File: config.mk
export PLATFORM = sky130hd
export DESIGN_NAME = imm_extend_stage_flat
export DESIGN_NICKNAME = d
export VERILOG_FILES = /design/src/rtl/imm_extend_stage_pkg.sv /design/src/rtl/imm_extend_stage_if.sv /design/src/rtl/imm_extend_stage_imm_gen.sv /design/src/rtl/imm_extend_stage.sv /design/src/flat_wrapper.sv
export SDC_FILE = /design/constraint.sdc
export NUM_CORES = 1
export LEC_CHECK = 0
export ABC_AREA = 1
export CAP_MARGIN = 20
export CORE_ASPECT_RATIO = 1.2
export CORE_MARGIN = 4
export CORE_UTILIZATION = 55
export CTS_BUF_LIST = sky130_fd_sc_hd__clkbuf_8 sky130_fd_sc_hd__clkbuf_16
export DETAILED_ROUTE_END_ITERATION = 16
export GPL_TIMING_DRIVEN = 0
export HOLD_SLACK_MARGIN = 0.15
export PLACE_DENSITY = 0.95
export SETUP_SLACK_MARGIN = 0.5
export SYNTH_ARGS = -nofsm -noshare
export SYNTH_HDL_FRONTEND = slang
export SYNTH_SLANG_ARGS = --single-unit
File: constraint.sdc
create_clock -name clk -period 2.83 [get_ports clk]
set_clock_uncertainty 0.2 [all_clocks]
set_input_delay 0.4245 -clock clk [delete_from_list [all_inputs] [get_ports clk]]
set_output_delay 0.4245 -clock clk [all_outputs]
set_load 0.01 [all_outputs]
File: src/rtl/imm_extend_stage_pkg.sv
// Shared types for the decode->execute immediate stage: format selector and
// the datapath-width legality check.
package imm_extend_stage_pkg;

    typedef enum logic [2:0] {
        IMM_I     = 3'd0,
        IMM_S     = 3'd1,
        IMM_B     = 3'd2,
        IMM_J     = 3'd3,
        IMM_U     = 3'd4,
        IMM_ZIMM  = 3'd5,
        IMM_SHAMT = 3'd6,
        IMM_RSVD  = 3'd7
    } imm_src_t;

    localparam int INSTR_LSB = 7;

    function automatic bit xlen_legal(input int xlen);
        return (xlen == 32) || (xlen == 64);
    endfunction

endpackage

File: src/rtl/imm_extend_stage_if.sv
// Upstream (instruction in) and downstream (immediate out) handshakes of the stage.
interface imm_extend_stage_if
    import imm_extend_stage_pkg::*;
#(
    parameter int XLEN  = 32,
    parameter int TAG_W = 8
);
    logic                 in_valid;
    logic                 in_ready;
    logic [31:INSTR_LSB]  in_instr;
    imm_src_t             in_imm_src;
    logic [TAG_W-1:0]     in_tag;

    logic                 out_valid;
    logic                 out_ready;
    logic [XLEN-1:0]      out_imm;
    logic [TAG_W-1:0]     out_tag;
    logic                 out_illegal;

    modport master (
        output in_valid, in_instr, in_imm_src, in_tag, out_ready,
        input  in_ready, out_valid, out_imm, out_tag, out_illegal
    );

    modport slave (
        input  in_valid, in_instr, in_imm_src, in_tag, out_ready,
        output in_ready, out_valid, out_imm, out_tag, out_illegal
    );
endinterface

File: src/rtl/imm_extend_stage_imm_gen.sv
// Combinational RV immediate format mux; sign bit is always instr[31].
module imm_extend_stage_imm_gen
    import imm_extend_stage_pkg::*;
#(
    parameter int XLEN = 32
) (
    input  logic [31:INSTR_LSB] instr,
    input  imm_src_t            src,
    output logic [XLEN-1:0]     imm,
    output logic                illegal
);

    // Sign-extended formats preload the sign across XLEN, then overwrite the low field.
    always_comb begin
        imm     = '0;
        illegal = 1'b0;
        case (src)
            IMM_I: begin
                imm        = {XLEN{instr[31]}};
                imm[11:0]  = instr[31:20];
            end
            IMM_S: begin
                imm        = {XLEN{instr[31]}};
                imm[11:0]  = {instr[31:25], instr[11:7]};
            end
            IMM_B: begin
                imm        = {XLEN{instr[31]}};
                imm[12:0]  = {instr[31], instr[7], instr[30:25], instr[11:8], 1'b0};
            end
            IMM_J: begin
                imm        = {XLEN{instr[31]}};
                imm[20:0]  = {instr[31], instr[19:12], instr[20], instr[30:21], 1'b0};
            end
            IMM_U: begin
                imm        = {XLEN{instr[31]}};
                imm[31:0]  = {instr[31:12], 12'h000};
            end
            IMM_ZIMM: begin
                imm[4:0]   = instr[19:15];
            end
            IMM_SHAMT: begin
                if (XLEN == 64) imm[5:0] = instr[25:20];
                else            imm[4:0] = instr[24:20];
            end
            IMM_RSVD: begin
                illegal    = 1'b1;
            end
            default: begin
                illegal    = 1'b1;
            end
        endcase
    end

endmodule

File: src/rtl/imm_extend_stage.sv
// Registered valid/ready immediate stage: imm_gen feeding a main output register
// backed by one skid entry, so in_ready is a flop and never sees out_ready.
module imm_extend_stage
    import imm_extend_stage_pkg::*;
#(
    parameter int XLEN  = 32,
    parameter int TAG_W = 8
) (
    input  logic              clk,
    input  logic              rstn,
    imm_extend_stage_if.slave bus
);

    if (!xlen_legal(XLEN)) begin : g_xlen_chk
        $error("imm_extend_stage: XLEN must be 32 or 64");
    end

    logic [XLEN-1:0]  gen_imm;
    logic             gen_illegal;

    logic             main_valid;
    logic [XLEN-1:0]  main_imm;
    logic [TAG_W-1:0] main_tag;
    logic             main_illegal;

    logic             skid_valid;
    logic [XLEN-1:0]  skid_imm;
    logic [TAG_W-1:0] skid_tag;
    logic             skid_illegal;

    logic             accept;
    logic             drain;

    imm_extend_stage_imm_gen #(.XLEN(XLEN)) u_gen (
        .instr   (bus.in_instr),
        .src     (bus.in_imm_src),
        .imm     (gen_imm),
        .illegal (gen_illegal)
    );

    assign accept = bus.in_valid && !skid_valid;
    assign drain  = main_valid && bus.out_ready;

    // With skid full, in_ready is low, so a skid->main move never coincides with an accept.
    always_ff @(posedge clk or negedge rstn) begin
        if (!rstn) begin
            main_valid   <= 1'b0;
            main_imm     <= '0;
            main_tag     <= '0;
            main_illegal <= 1'b0;
            skid_valid   <= 1'b0;
            skid_imm     <= '0;
            skid_tag     <= '0;
            skid_illegal <= 1'b0;
        end else if (drain && skid_valid) begin
            main_imm     <= skid_imm;
            main_tag     <= skid_tag;
            main_illegal <= skid_illegal;
            skid_valid   <= 1'b0;
        end else if (accept && (drain || !main_valid)) begin
            main_valid   <= 1'b1;
            main_imm     <= gen_imm;
            main_tag     <= bus.in_tag;
            main_illegal <= gen_illegal;
        end else if (accept) begin
            skid_valid   <= 1'b1;
            skid_imm     <= gen_imm;
            skid_tag     <= bus.in_tag;
            skid_illegal <= gen_illegal;
        end else if (drain) begin
            main_valid   <= 1'b0;
        end
    end

    assign bus.in_ready    = !skid_valid;
    assign bus.out_valid   = main_valid;
    assign bus.out_imm     = main_imm;
    assign bus.out_tag     = main_tag;
    assign bus.out_illegal = main_illegal;

endmodule

File: src/flat_wrapper.sv
// flat-port wrapper written by rule: the top's interface ports become plain ports
module imm_extend_stage_flat import imm_extend_stage_pkg::*;
#(
    parameter int XLEN  = 32,
    parameter int TAG_W = 8
)
  (clk, rstn, bus_in_valid, bus_in_instr, bus_in_imm_src, bus_in_tag, bus_out_ready, bus_in_ready, bus_out_valid, bus_out_imm, bus_out_tag, bus_out_illegal);
  imm_extend_stage_if #(.XLEN(XLEN), .TAG_W(TAG_W)) bus_i ();
  input  logic clk;
  input  logic rstn;
  input wire logic [$bits(bus_i.in_valid)-1:0] bus_in_valid;
  input wire logic [$bits(bus_i.in_instr)-1:0] bus_in_instr;
  input wire logic [$bits(bus_i.in_imm_src)-1:0] bus_in_imm_src;
  input wire logic [$bits(bus_i.in_tag)-1:0] bus_in_tag;
  input wire logic [$bits(bus_i.out_ready)-1:0] bus_out_ready;
  output wire logic [$bits(bus_i.in_ready)-1:0] bus_in_ready;
  output wire logic [$bits(bus_i.out_valid)-1:0] bus_out_valid;
  output wire logic [$bits(bus_i.out_imm)-1:0] bus_out_imm;
  output wire logic [$bits(bus_i.out_tag)-1:0] bus_out_tag;
  output wire logic [$bits(bus_i.out_illegal)-1:0] bus_out_illegal;
  assign bus_i.in_valid = bus_in_valid;
  assign bus_i.in_instr = bus_in_instr;
  assign bus_i.in_imm_src = bus_in_imm_src;
  assign bus_i.in_tag = bus_in_tag;
  assign bus_i.out_ready = bus_out_ready;
  assign bus_in_ready = bus_i.in_ready;
  assign bus_out_valid = bus_i.out_valid;
  assign bus_out_imm = bus_i.out_imm;
  assign bus_out_tag = bus_i.out_tag;
  assign bus_out_illegal = bus_i.out_illegal;
  imm_extend_stage #(.XLEN(XLEN), .TAG_W(TAG_W)) u_core (.clk(clk), .rstn(rstn), .bus(bus_i));
endmodule
==> results by stage <==
Outcome:
- The run finished with clean final reports.

Route:
- After detailed routing, the wire length on met1 is 4120 um.
- After the first detailed-routing iteration, the DRC count stood at 321.
- Wires add up to 10,300 um.
- The routed length on met3 is 798 um.
- The routed layout has 3,688 vias.
- For this run, design rule violations remaining after detail routing come to 0.
- After detailed routing, no signal wire sits above met4.
- In the routed layout, each cell is associated on average with a via count of 5.36.
- The number of nets with antenna violations after routing is 0.
- After detailed routing, the average wire length per cell comes to 15.0 um.
- For this run, the detailed router's first-pass iteration total came to 5.
- Detailed routing placed a total of 5120 um of wire on met2.

Floorplanning:
- The number of I/O pins is 83.
- The core region area is 6850 sq um.
- The number of placement rows is 33.
- For this configuration, the core starts out at a cell density of 57.0%.
- The overall die height is 100 um.
- The floorplan step defined a die boundary enclosing 8520 sq um.
- The width of the die is 84.9 um.

Synth:
- The synthesized flop and latch total is 84.
- The synthesized area per cell is 7.78 sq um.
- The synthesized design spends more area on one cell type than any other, namely dfrtp_1.
- Sorting the synthesized cells by area gives the leading types as dfrtp_1, nand2_1, nand3_1.
- The share of synthesized area in the top cell type comes to 53.8%.
- The distinct cell type count after synthesis is 17.
- The synthesized netlist occupies a cell area of 3900 sq um.
- The Yosys warning count is 0.
- Synthesis produced 502 cells.
- For this run, the register share of the synthesized area comes to 53.8%.
- Counting every net in the synthesized netlist gives 542.

GRT:
- The total congestion overflow after global routing is 0.
- The wire length of the first global-routing pass is 17,000 um.
- Entering global routing, the biggest net connects 46 pins.
- The via count of the first global-routing pass is 3,673.
- The number of antenna violations at the first check in global routing is 0.
- The overall global routing resource usage is 25.1%.

STA:
- The worst pin sits at a relative slew slack of 65.5%.
- The post-route minimum period is 2020 ps.
- Derived from the worst setup path, the maximum achievable clock frequency is 496 MHz.
- The number of pins with negative max-slew slack in the final report was 0.
- The minimum hold slack is 281 ps.
- The share of the cycle needed by the critical path after routing is 71.2%.
- The actual transition at the worst max-transition pin is 518 ps.
- After layout, the worst setup slack is 815 ps.
- Setup repair after global routing left no endpoint under its margin.
- The count of final hold-check violations is 0.
- The number of failing setup endpoints in the final timing report is 0.

Clock network:
- The maximum level of the CTS H-tree is 3.
- The clock tree from TritonCTS is done.
- The number of gates resized after CTS was 0.
- After clock tree synthesis, the clock-pin slew on the worst setup and hold paths is 80 ps.
- The clock latency on the worst-skew pair is 350 ps.
- Counting along the longest clock path gives a buffer depth of 2.
- The cell sitting at the root of the clock tree is a clkbuf_8.
- Buffers inserted during clock tree synthesis total 9.
- The clock net in this run drives a total of 84 sinks.

Critical path:
- The number of cells on the worst reg-to-reg path is 8.
- In this run the worst path has a maximum fanout of 4.
- The biggest cell delay along the critical path is 570 ps.
- The startpoint of the worst register-to-register path is u_core.skid_valid.
- Data on the critical path arrives at its endpoint at 1390 ps.
- The critical path in this run is classified as reg2out.
- The total buffers and inverters traversed by the critical path is 2.
- The required time at the endpoint of the critical path is 2210 ps.
- The largest individual stage delay along the critical path comes from the cell clkdlybuf4s50_1.
- The worst setup path is launched from a flip-flop.
- The cell family contributing the most delay on the critical path is buffers and inverters.
- The internal reg-to-reg setup slack is 1270 ps.
- The endpoint kind of the worst setup timing path is a primary output.
- The worst reg2reg path endpoint is u_core.skid_tag[0].
- The signal on the critical path passes through inv_2 > clkdlybuf4s50_1.

Place:
- Input and output buffers added on the ports amount to 81.
- At the end of routability-driven placement, the weighted congestion stood at 0.891.
- The worst setup slack before clock tree synthesis is 705 ps.
- The half-perimeter wire length after detailed placement is 7490 um.
- Including well taps, the total number of placed cells is 671.

Pwr:
- The analysis attributes to cell leakage a power of 2.68 nW.
- Across the VDD grid, the largest voltage drop is 332 uV.
- For this design the ratio of total power to cell area is 434 nW/um^2.

Final layout:
- The number of inserted diodes is 0.
- The synthesis-to-layout area growth is 29.3%.
- The final net count is 636.
- The post-route non-filler standard cell count is 688.
- Of the cells placed in the final design, the portion with a size suffix greater than 1 is 10.1%.

Hold path:
- The worst hold path passes through 2 cells.
- The critical hold path startpoint is u_core.bus.out_tag[4].
- The hold-critical path endpoint is u_core.bus.out_tag[4].
- The tightest min-delay check is of the reg2reg type.

Run:
- Across the run, the number of max-cap violations was 0.
-- power by group --
part	switching (mW)	leakage (nW)	internal (mW)
Clock	0.429	0.0913	0.394
Combinational	0.0977	1.43	0.0718
Sequential	0	1.16	1.20
Total	0.527	2.68	1.66
-- cell usage after synthesis, drive strengths merged --
library cell,number
a22oi,11
o211ai,2
nor2,11
o21ai,23
nand3,45
buf,25
inv,31
nand4,7
dfrtp,84
nand2,263
-- worst min-delay path, cell delays in order, from the launching register on --
cell     delay, ps
dfrtp_1        350
nand2_1         50
nand2_1         50
-- final cells by class --
cell class / count / area [sq um]
Sequential cell: 84 / 2100
Tap cell: 87 / 109
Inverter: 31 / 116
Multi-Input combinational cell: 362 / 1550
Clock buffer: 12 / 165
Buffer: 25 / 139
Clock inverter: 4 / 31.3
Timing Repair Buffer: 83 / 838
Fill cell: 494 / 1810
-- layer usage --
layer / vias to the layer above / global-route usage (%)
li1: 1761 / -
met1: 1732 / 31.8
met2: 170 / 42.2
met3: 25 / 3.69
met4: 0 / 12.2
met5: - / 0
-- per-stage QoR --
| stage | util (%) | setup TNS (ps) | power [mW] | cell area [sq um] |
|---|---|---|---|---|
| 4_1_cts | 73.7 | 0 | 2.20 | 5050 |
| 6_report | 73.7 | 0 | 2.19 | 5050 |
| 5_1_grt | 73.7 | 0 | 2.27 | 5050 |
| 3_5_place_dp | 70.6 | 0 | 1.39 | 4840 |
| 3_3_place_gp | 70.4 | -142370 | 1.38 | 4820 |
| 2_1_floorplan | - | 0 | 1.29 | 3910 |
-- cell usage in the layout (no fill, tap or decap) --
cell type / count
buf_4: 4
nor2_1: 7
nand2_2: 5
nor2_2: 1
clkdlybuf4s50_1: 80
clkinvlp_4: 3
nand3_1: 45
a22oi_1: 11
o211ai_1: 2
inv_2: 9
o21ai_1: 1
clkbuf_8: 12
inv_6: 1
dlygate4sd3_1: 1
inv_1: 22
o21ai_0: 22
nor2_4: 3
nand2_1: 258
buf_12: 1
buf_6: 1
buf_2: 21
nand4_1: 7
dfrtp_1: 84
-- flip-flops by register name, summed over array words and instances, names as in the netlist --
signal and cells:
u_core.bus.out_imm 32, u_core.bus.out_tag 8, u_core.bus.out_illegal 1, u_core.skid_tag 8
u_core.skid_imm 32, u_core.skid_valid 1, u_core.skid_illegal 1, u_core.bus.out_valid 1
-- repair_timing --
| action | CTS | global route |
|---|---|---|
| setup buffers | 0 | 0 |
| hold endpoints to repair | 39 | 0 |
| hold buffers | 1 | 0 |
-- cells by family after synthesis --
family / share of synthesized area, %
flops: 53.8
simple gates: 34.2
buf+inv: 6.54
compound gates: 5.45
-- worst max-delay path by stage --
stage / start / endpoint / slack, ps / cells past startpoint
detailed placement: bus_in_imm_src[1] / u_core.bus.out_imm[30] / 700 / 6
global placement: rstn / u_core.bus.out_imm[18] / -1700 / 1
floorplan: bus_in_imm_src[2] / u_core.skid_imm[1] / 1390 / 10
CTS: u_core.skid_valid / bus_in_ready / 810 / 2
global route: u_core.skid_valid / bus_in_ready / 790 / 2
finish: u_core.skid_valid / bus_in_ready / 810 / 2
No activity file was read; power rests on OpenSTA's default activity.
